--- src/rtl/wide_add_seq.sv ---
`default_nettype none
// ============================================================================
// Module   : wide_add_seq (with cs_adder_32bit)
// Purpose  : Streaming multi-word adder. Each beat is one word of a wide
//            operand. The carry is chained from beat to beat, and each result
//            beat is registered with ready/valid handshakes on both sides.
// Revision : 1.0 - initial release
// ============================================================================

// ----------------------------------------------------------------------------
// cs_adder_32bit: carry-select adder built from NIBBLE_SIZE-wide blocks.
// Each block precomputes its sum for carry-in 0 and for carry-in 1. The
// incoming block carry then picks one of the two results.
// If TOTAL_WIDTH is not a multiple of NIBBLE_SIZE, the operands are
// zero-padded. The carry out of TOTAL_WIDTH bits then appears as the first
// padded sum bit.
// ----------------------------------------------------------------------------
module cs_adder_32bit #(
  parameter int TOTAL_WIDTH = 32,
  parameter int NIBBLE_SIZE = 4
) (
  input  logic [TOTAL_WIDTH-1:0] a,
  input  logic [TOTAL_WIDTH-1:0] b,
  input  logic                   cin,
  output logic [TOTAL_WIDTH-1:0] sum,
  output logic                   cout
);

  localparam int NUM_BLOCKS = (TOTAL_WIDTH + NIBBLE_SIZE - 1) / NIBBLE_SIZE;
  localparam int PAD_WIDTH  = NUM_BLOCKS * NIBBLE_SIZE;

  logic [PAD_WIDTH-1:0] a_pad;
  logic [PAD_WIDTH-1:0] b_pad;
  logic [PAD_WIDTH-1:0] sum_pad;
  logic [NUM_BLOCKS:0]  carry;
  logic [PAD_WIDTH:0]   sum_ext;

  assign a_pad    = PAD_WIDTH'(a);
  assign b_pad    = PAD_WIDTH'(b);
  assign carry[0] = cin;

  for (genvar i = 0; i < NUM_BLOCKS; i++) begin : g_block
    logic [NIBBLE_SIZE:0] sum0;
    logic [NIBBLE_SIZE:0] sum1;

    // Both carry hypotheses are computed in parallel; the real carry selects one
    assign sum0 = {1'b0, a_pad[i*NIBBLE_SIZE +: NIBBLE_SIZE]}
                + {1'b0, b_pad[i*NIBBLE_SIZE +: NIBBLE_SIZE]};
    assign sum1 = {1'b0, a_pad[i*NIBBLE_SIZE +: NIBBLE_SIZE]}
                + {1'b0, b_pad[i*NIBBLE_SIZE +: NIBBLE_SIZE]}
                + {{NIBBLE_SIZE{1'b0}}, 1'b1};

    assign sum_pad[i*NIBBLE_SIZE +: NIBBLE_SIZE] =
      carry[i] ? sum1[NIBBLE_SIZE-1:0] : sum0[NIBBLE_SIZE-1:0];
    assign carry[i+1] = carry[i] ? sum1[NIBBLE_SIZE] : sum0[NIBBLE_SIZE];
  end

  // Bit TOTAL_WIDTH of the extended sum is the true carry-out, padded or not
  assign sum_ext = {carry[NUM_BLOCKS], sum_pad};
  assign sum     = sum_ext[TOTAL_WIDTH-1:0];
  assign cout    = sum_ext[TOTAL_WIDTH];

endmodule

// ----------------------------------------------------------------------------
// wide_add_seq: beat sequencer around the carry-select adder
// ----------------------------------------------------------------------------
module wide_add_seq #(
  parameter int TOTAL_WIDTH = 32,
  parameter int NIBBLE_SIZE = 4
) (
  input  logic                   clk_i,
  input  logic                   rst_ni,
  input  logic                   in_valid_i,
  output logic                   in_ready_o,
  input  logic [TOTAL_WIDTH-1:0] a_i,
  input  logic [TOTAL_WIDTH-1:0] b_i,
  input  logic                   cin_i,
  input  logic                   first_i,
  input  logic                   last_i,
  output logic                   out_valid_o,
  input  logic                   out_ready_i,
  output logic [TOTAL_WIDTH-1:0] sum_o,
  output logic                   last_o,
  output logic                   cout_o,
  output logic                   err_o
);

  typedef enum logic {
    IDLE = 1'b0,
    BUSY = 1'b1
  } state_t;

  state_t                 state;
  logic                   carry_q;
  logic                   accept;
  logic                   chain_start;
  logic                   add_cin;
  logic                   beat_err;
  logic [TOTAL_WIDTH-1:0] add_sum;
  logic                   add_cout;

  // The output register can take a new beat if it is empty or being drained
  assign in_ready_o  = !out_valid_o || out_ready_i;
  assign accept      = in_valid_i && in_ready_o;

  // A framing error still starts a new chain, so cin_i is used in both cases
  assign chain_start = (state == IDLE) || first_i;
  assign add_cin     = chain_start ? cin_i : carry_q;
  assign beat_err    = ((state == IDLE) && !first_i) || ((state == BUSY) && first_i);

  cs_adder_32bit #(
    .TOTAL_WIDTH (TOTAL_WIDTH),
    .NIBBLE_SIZE (NIBBLE_SIZE)
  ) u_adder (
    .a    (a_i),
    .b    (b_i),
    .cin  (add_cin),
    .sum  (add_sum),
    .cout (add_cout)
  );

  // Chain FSM, carry register and output register: all move only on an accepted beat
  always_ff @(posedge clk_i or negedge rst_ni) begin
    if (!rst_ni) begin
      state       <= IDLE;
      carry_q     <= 1'b0;
      out_valid_o <= 1'b0;
      sum_o       <= '0;
      cout_o      <= 1'b0;
      last_o      <= 1'b0;
      err_o       <= 1'b0;
    end else if (accept) begin
      state       <= last_i ? IDLE : BUSY;
      carry_q     <= add_cout;
      out_valid_o <= 1'b1;
      sum_o       <= add_sum;
      cout_o      <= add_cout;
      last_o      <= last_i;
      err_o       <= beat_err;
    end else if (out_ready_i) begin
      out_valid_o <= 1'b0;
    end
  end

endmodule

`default_nettype wire

--- config.mk ---
export PLATFORM = sky130hd
export DESIGN_NAME = wide_add_seq
export DESIGN_NICKNAME = d
export VERILOG_FILES = /design/src/rtl/wide_add_seq.sv
export SDC_FILE = /design/constraint.sdc
export NUM_CORES = 1
export LEC_CHECK = 0
export BUFFER_PORTS_ARGS = -buffer_cell sky130_fd_sc_hd__clkbuf_2
export CAP_MARGIN = 20
export CORE_ASPECT_RATIO = 1.5
export CORE_MARGIN = 4
export CORE_UTILIZATION = 30
export DETAILED_ROUTE_END_ITERATION = 7
export PLACE_DENSITY_LB_ADDON = 0.05
export SYNTH_ARGS = -nofsm -noshare
export SYNTH_HDL_FRONTEND = slang
export SYNTH_SLANG_ARGS = --single-unit
--- constraint.sdc ---
create_clock -name clk_i -period 4 [get_ports clk_i]
set_input_delay 0.4 -clock clk_i [delete_from_list [all_inputs] [get_ports clk_i]]
set_output_delay 0.4 -clock clk_i [all_outputs]
set_load 0.02 [all_outputs]
# After elaboration in Yosys (flattened, before gate mapping)
# Index checks and enable logic that the tools add are counted.
[op_classes]
bitwise = 1
n_reduce_logical = 9
n_addsub = 16
n_mux = 20
[ops]
columns = ["cell", "count"]
rows = [
  ["$add 4x4->5", 8],
  ["$add 5x1->5 const B", 8],
  ["$mux 4", 8],
  ["$mux 1", 12],
  ["$logic_and 1x1->1", 3],
  ["$logic_or 1x1->1", 3],
  ["$logic_not 1->1", 2],
  ["$reduce_bool 2->1", 1],
  ["$not 1->1", 1],
]
[totals]
word_cells = 52
reg_bits = 37
inputBits = 71

# Longest topological paths before layout
# Gate-level depths: netlist of run 1.
[depth]
ltp_word = 11
ltp_mapped = 16

# Cells and area by module
# From an unflattened synthesis of run 1, not the netlist that was laid out.
[hier_totals]
cells_unflattened = 294
area_unflattened_um2 = 3403.3
[by_module_without_submodules]
columns = ["module", "area_per_inst_um2", "instances", "seq_area_each_um2", "cells_each"]
rows = [
  ["cs_adder_32bit", 1868.0, 1, 0.0, 211],
  ["wide_add_seq", 1535.2, 1, 925.9, 83],
]

# Worst setup path after synthesis of run 1
# Ideal clock, no wire load.
[synth_path]
kind = "input to register"
start = "input a_i[0]"
end = "register sum_o[30]"
t_arrival_ns = 4.402
path_slack_ns = -0.494
setup_time_ns = 0.092
required_time_ns = 3.908
path_buffers = 0
stages = 16
path_cell_list = "ha_1 inv_1 fa_1 inv_1 ha_1 or3b_4 o311a_4 nor4b_4 mux2i_1 mux2i_1 mux2i_1 mux2i_1 mux2i_1 xnor2_2 and3_1 o31ai_2"
[synth_between]
elab_chain_len = 10
[synth_rtl]
columns = ["item", "line_no", "rtl"]
rows = [
  ["from (decl)", "76", "input logic [TOTAL_WIDTH-1:0] a_i,"],
  ["$add 4x4->5 *", "48, 50", ""],
  ["$add 5x1->5", "51", "+ {{NIBBLE_SIZE{1'b0}}, 1'b1};"],
  ["$mux 1 * (7 in a row)", "55", "assign carry[i+1] = carry[i] ? sum1[NIBBLE_SIZE] : sum0[NIBBLE_SIZE];"],
  ["$mux 4 *", "54", "carry[i] ? sum1[NIBBLE_SIZE-1:0] : sum0[NIBBLE_SIZE-1:0];"],
  ["to (signal assigned)", "137", "sum_o <= add_sum;"],
  ["to (decl)", "83", "output logic [TOTAL_WIDTH-1:0] sum_o,"],
]
# Mark *: on every way between the ends. The rest lies on a longest branch, timed or not.
# A chain may end at the register's enable or synchronous reset.

# Worst setup path in the final report of run 1
[layout_path]
start = "input a_i[0]"
end = "register sum_o[31]"
# Same word-level chain as after synthesis.

==> metrics, run 1 <==
outcome finished with violations; failing checks negative setup slack; Area Overhead vs Synth 37.6%; worst hold slack between 0.3 and 0.4 ns; count of state elements after synthesis 37; actual slew at the worst max-slew pin 0.647 ns; mapped cell area 3070 µm²; Worst Path Arrival 4.59 ns; clk_lat worst skew 0.28 ns; DP Cell Count 561; sequential share of the synthesized area 0.301; CTS root buf clkbuf_16; leakage power between 2 and 2.5 nW; 1st-pass router iterations 4; Die X 90.7 µm; Final setup violation count 9; minimum clock period 4.43 ns; Clock Skews 0.00183 ns; core area roughly 10000 µm²; Syn Area/Cell 9.49 µm²; max_slew headroom 0.567; total power per unit cell area around 380 nW/µm²; area of the multi-input gates ~2200 µm²; I/O pin count 108; RSZ-0062 raised after global routing true; Final Max Slew Viols 0; kind of end point of the critical path register; global-route wire length before repair 12500 µm; Finished Layout Cells 577; vias in the first global route roughly 2700; Reg clk slew, reported paths 0.06 ns; I/O Buffers roughly 110; DRT Wirelength 7290 µm; pre-CTS setup slack -0.860 ns; GRT overflow 0; YS warnings 0; worst hold path depth 3; crit-path max FO 6; vias per inst 4.60; Mapped Cells 324; Area contributors post-synth dfrtp_1 (30%), ha_1 (17%), xnor2_1 (8.3%), nand2_1 (6.1%), fa_1 (5.2%); CP Launch Type input port; fillcell total between 1000 and 1500; antenna violations before repair 0; drt wl/cell 12.6 µm; final worst-path setup slack -0.429 ns; EDFF count, synth 0; final hold violation count 0; Crit path required time 4.16 ns; die area 12000 µm²; area leader, netlist dfrtp_1; DP Wirelength 5920 µm; peak supply drop 0.136 mV; R2R cell count 14; fin crit share 1.11; max frequency 226 MHz; clock sinks 37; # DRC 0; antenna cells 0; htree depth 2; fraction of layout cells with a size suffix above 1 0.354; gp weighted congestion 0.739; Max-Cap Viols 0; Syn Nets roughly 440; Die H around 130 µm; largest net degree at the start of global routing 40; Via Count around 2700; TritonCTS Buffers 5; Yosys cell types 34; Initial Utilization 0.305; Setup Crit Path Kind input port to register; Longest Clk Path Bufs 2; ys async rst share 1.00; top-area cell type share of the netlist area 0.301; Final nets 580; Initial DRC Count 63; CTS tree done; post-route ant nets 0; GRT Total Usage 0.127; FF+latch area 926 µm²; FP Rows 45; Synth Flop Type dfrtp_1; Hold WC Path Type input port to register
[report_power, final]
group | switching, mW | internal (mW)
Sequential | 0.0518 | 0.462
Combinational | 0.398 | 0.313
Clock | 0.151 | 0.245
[repair_timing]
action                     in CTS  in global routing
hold endpoints to repair        0                  7
gates resized for setup         4                 22
pin swaps                       6                  5
setup buffers                   4                  3
setup endpoints to repair      13                 13
hold buffers                    0                  1
[metrics by stage]
| stage | setup TNS, ns | total power [mW] | util | area (µm²) |
|---|---|---|---|---|
| 2_1_floorplan | -2.56 | 0.952 | - | 3090 |
| 3_3_place_gp | -7.39 | 1.20 | 0.387 | 3900 |
| 3_5_place_dp | -8.34 | 1.20 | 0.387 | 3900 |
| 4_1_cts | -3.46 | 1.62 | 0.405 | 4090 |
| 5_1_grt | -6.26 | 1.75 | 0.420 | 4230 |
| 6_report | -3.28 | 1.62 | 0.420 | 4230 |
[worst max-delay path: stages]
cell and delay [ns]:
buf_6 0.10, ha_4 0.15, inv_2 0.04, fa_1 0.42, inv_1 0.08, ha_2 0.17
or3b_4 0.38, o311a_4 0.33, nor4b_4 0.36, mux2i_2 0.33, mux2i_2 0.32, mux2i_2 0.32
mux2i_2 0.30, mux2i_1 0.30, xnor2_2 0.16, buf_6 0.16, mux2i_1 0.19, nand3_1 0.09
[cell type report]
| cell class | count | area share |
|---|---|---|
| sequential | 37 | 0.219 |
| clock buffer | 7 | 0.0337 |
| timing repair buffer | 136 | 0.190 |
| tap | 117 | 0.0346 |
| multi-input combinational | 268 | 0.512 |
| inverter | 12 | 0.0107 |
[registers in the layout (all words and copies together) (netlist names)]
name and count:
cout_o 1, err_o 1, last_o 1, out_valid_o 1, state 1, sum_o 32
[layer usage]
metal / track usage / wire length, µm / vias up
met5: 0 / 0 / -
met4: 0.0409 / 87 / 0
met3: 0.0303 / 387 / 5
met2: 0.226 / 3780 / 67
met1: 0.150 / 3040 / 1181
li1: - / - / 1402
[placed cells by master, fill, tap and decap left out, types with 2 or more instances in the layout]
cell	netlist	layout
buf_6	0	5
o21ai_0	29	22
nand2_1	50	48
ha_1	41	39
inv_1	12	11
nand4_1	4	4
clkbuf_16	0	5
xnor2_1	29	25
clkbuf_2	0	105
mux2i_1	13	9
xor2_1	13	13
buf_4	0	23
nand4b_1	4	4
fa_1	8	8
nand2b_1	4	4
mux2i_2	0	4
nand3b_1	4	4
a21oi_1	17	16
o21ai_1	4	11
a21o_1	13	13
nor2_1	7	7
nor2b_1	3	3
buf_12	0	2
xnor2_2	1	5
nand3_1	10	10
dfrtp_1	37	37
and3_1	3	2
[kinds of logic (layout without fill, tap and decap cells)]
logic type               Yosys count  after routing  share of synthesized area
AND/OR/NAND/NOR                   96             96                      0.158
AO/OA/AOI/OAI                     67             67                      0.132
adder cells (fa/ha/maj)           49             49                      0.219
XOR/XNOR                          43             43                      0.125
flip-flops                        37             37                      0.301
buffers and inverters             19            155                     0.0232
multiplexers                      13             13                     0.0423
[cells in the mapped netlist (3+ instances only)]
master / number
fa_1: 8
xnor2_1: 29
ha_1: 41
nor2_1: 7
o21ai_1: 4
and3_1: 3
o21ai_0: 29
nor2b_1: 3
nand3_1: 10
nand4b_1: 4
a21oi_1: 17
nand2b_1: 4
clkbuf_1: 6
xor2_1: 13
mux2i_1: 13
dfrtp_1: 37
inv_1: 12
a21o_1: 13
nand2_1: 50
nand4_1: 4
nand3b_1: 4
[worst paths after layout]
check	startpoint	to	slack, ns
max	a_i[0]	sum_o[31]$_DFFE_PN0P_	-0.43
min	last_i	last_o$_DFFE_PN0P_	0.34
max reg2reg	state$_DFFE_PN0P_	sum_o[31]$_DFFE_PN0P_	-0.11
min reg2reg	sum_o[8]$_DFFE_PN0P_	sum_o[8]$_DFFE_PN0P_	0.47
max in group asynchronous	rst_ni	sum_o[18]$_DFFE_PN0P_	3.02
min in group asynchronous	rst_ni	sum_o[1]$_DFFE_PN0P_	0.53
No activity file was read; power rests on OpenSTA's default activity.
==> inputs of run 2 (changes only) <==
--- a/config.mk
+++ b/config.mk
@@ -10,6 +10,7 @@
 export CORE_ASPECT_RATIO = 1.5
 export CORE_MARGIN = 4
 export CORE_UTILIZATION = 30
+export CTS_BUF_LIST = sky130_fd_sc_hd__clkbuf_4 sky130_fd_sc_hd__clkbuf_8
 export DETAILED_ROUTE_END_ITERATION = 7
 export PLACE_DENSITY_LB_ADDON = 0.05
 export SYNTH_ARGS = -nofsm -noshare
==> run 2 against run 1 <==
Against the previous run: the flow still finishes with violations (negative setup slack); routed wire length increased by 0.80%; highest routed layer unchanged; via count increased by 0.68%; combinational power decreased by 1%; global-route usage increased by 0.060 points.
==> metrics, run 2 (same netlist as run 1, synthesis figures left out) <==
DP Area 3900 µm² (unchanged); Crit path required time 4.18 ns (+0.02 ns); die area 12000 µm² (unchanged); GRT Total Usage 0.128 (+0.000596); TritonCTS Buffers 5 (unchanged); fillcell total 1063 (+0.19%); DRT Wirelength 7350 µm (+0.80%); # DRC 0 (unchanged); Final Max Slew Viols 0 (unchanged); fin crit share 1.10 (-0.00577); CP Launch Type input port; post-route cell area 4150 µm² (-1.8%); reg-to-reg slack, setup -0.10 ns (about the same); vias in the first global route 2702 (+0.30%); I/O pin count 108 (unchanged); Initial DRC Count 72 (+14%); Reg clk slew, reported paths 0.07 ns (about the same); max frequency 227 MHz (+0.52%); Area Overhead vs Synth 35.0%; CTS tree done; actual slew at the worst max-slew pin 0.651 ns (+0.00431 ns); Worst Path Arrival 4.58 ns (about the same); Setup Crit Path Kind input port to register; R2R cell count 13 (-1); peak supply drop 0.127 mV (-6.7%); most frequent cells in the layout clkbuf_2 (105), nand2_1 (48), ha_1 (39); Hold WC Path Type input port to register; post-route ant nets 0 (unchanged); RSZ-0062 raised after global routing true; 1st-pass router iterations 4 (unchanged); largest net degree at the start of global routing 40 (unchanged); Finished Layout Cells 574 (-0.52%); fraction of layout cells with a size suffix above 1 0.354 (about the same); R2R Path Start state$_DFFE_PN0P_; pre-CTS setup slack -0.860 ns (unchanged); clk_lat worst skew 0.30 ns (+0.02 ns); DP Cell Count 561 (unchanged); FP Rows 45 (unchanged); outcome finished with violations; Die X 90.7 µm (unchanged); Longest Clk Path Bufs 2 (unchanged); Tot Pwr 1.50 mW (-7.5%); core area 10100 µm² (unchanged); antenna violations before repair 0 (unchanged); clock sinks 37 (unchanged); Max-Cap Viols 0 (unchanged); antenna cells 0 (unchanged); setup tns final -2.55 ns (+0.726 ns); vias per inst 4.66 (+1.2%); end of the worst hold path last_o$_DFFE_PN0P_; Final setup violation count 9 (unchanged); Die H 132 µm (unchanged); max FFs per register 32 (unchanged); max_slew headroom 0.564 (-0.00288); CTS root buf clkbuf_8; global-route wire length before repair 12500 µm (+0.34%); final worst-path setup slack -0.406 ns (+0.0231 ns); drt wl/cell 12.8 µm (+1.3%); Clock Skews 0.00617 ns (+0.00433 ns); FF-to-FF End sum_o[31]$_DFFE_PN0P_; post-layout util 0.412 (-0.00770); minimum clock period 4.41 ns (-0.0231 ns); final hold violation count 0 (unchanged); kind of end point of the critical path register; GRT overflow 0 (unchanged); failing checks negative setup slack; worst hold slack 0.321 ns (-0.0145 ns); htree depth 2 (unchanged); Initial Utilization 0.305 (unchanged); area of the multi-input gates 2170 µm² (+0.46%); Via Count 2673 (+0.68%); FF+latch area 926 µm² (unchanged); gp weighted congestion 0.739 (unchanged); total power per unit cell area 361 nW/µm² (-5.7%); Largest Register sum_o; commonest non-fill, non-tap cell in the layout clkbuf_2; I/O Buffers 107 (unchanged); leakage power 2.12 nW (-1.7%); Hold Startpoint last_i; DP Wirelength 5920 µm (unchanged); Final nets 577 (-0.52%); worst hold path depth 3 (unchanged); crit-path max FO 7 (+1)
run 2: changes by cell type in the layout (fill, tap and decap cells not counted), sizes merged:
cell,previous run,this run
buf,30,27
run 2: worst max path at each step:
stage,start,end,slack [ns],cells past startpoint
finish,a_i[0],sum_o[31]$_DFFE_PN0P_,-0.41,17
global route,a_i[0],sum_o[31]$_DFFE_PN0P_,-0.66,17
CTS,a_i[0],sum_o[30]$_DFFE_PN0P_,-0.42,17
detailed placement,a_i[0],sum_o[31]$_DFFE_PN0P_,-0.86,17
global placement,a_i[0],sum_o[31]$_DFFE_PN0P_,-0.78,17
floorplan,a_i[0],sum_o[31]$_DFFE_PN0P_,-0.42,16
run 2: final cells by class:
class | instances | area share
Clock buffer | 7 | 0.0217
Multi-Input combinational cell | 268 | 0.524
Timing Repair Buffer | 133 | 0.185
Tap cell | 117 | 0.0353
Sequential cell | 37 | 0.223
Inverter | 12 | 0.0108
run 2: worst max-delay path: stages:
cell and delay, ns:
buf_6 0.10, ha_4 0.15, inv_2 0.04, fa_1 0.42
inv_1 0.08, ha_2 0.17, or3b_4 0.38, o311a_4 0.33
nor4b_4 0.35, mux2i_2 0.33, mux2i_2 0.32, mux2i_2 0.32
mux2i_2 0.31, mux2i_1 0.15, xnor2_2 0.40, mux2i_1 0.26
nand3_1 0.09
run 2: power breakdown:
| group | switching, mW | internal, mW | leakage, nW |
|---|---|---|---|
| logic | 0.397 | 0.307 | 1.62 |
| registers | 0.0522 | 0.461 | 0.453 |
| clock network | 0.140 | 0.144 | 0.0477 |
run 2: repair_timing:
action                                  4_1_cts  5_1_grt
pin swaps                                     6        7
hold endpoints to repair                      0        7
setup buffers                                 4        2
hold buffers                                  0        1
endpoints found under the setup margin       13       13
resized for setup                             4       22
run 2: routing by layer:
metal / routed length (µm) / GRT usage
met1: 3030 / 0.149
met2: 3790 / 0.227
met3: 414 / 0.0303
met4: 113 / 0.0434
met5: 0 / 0
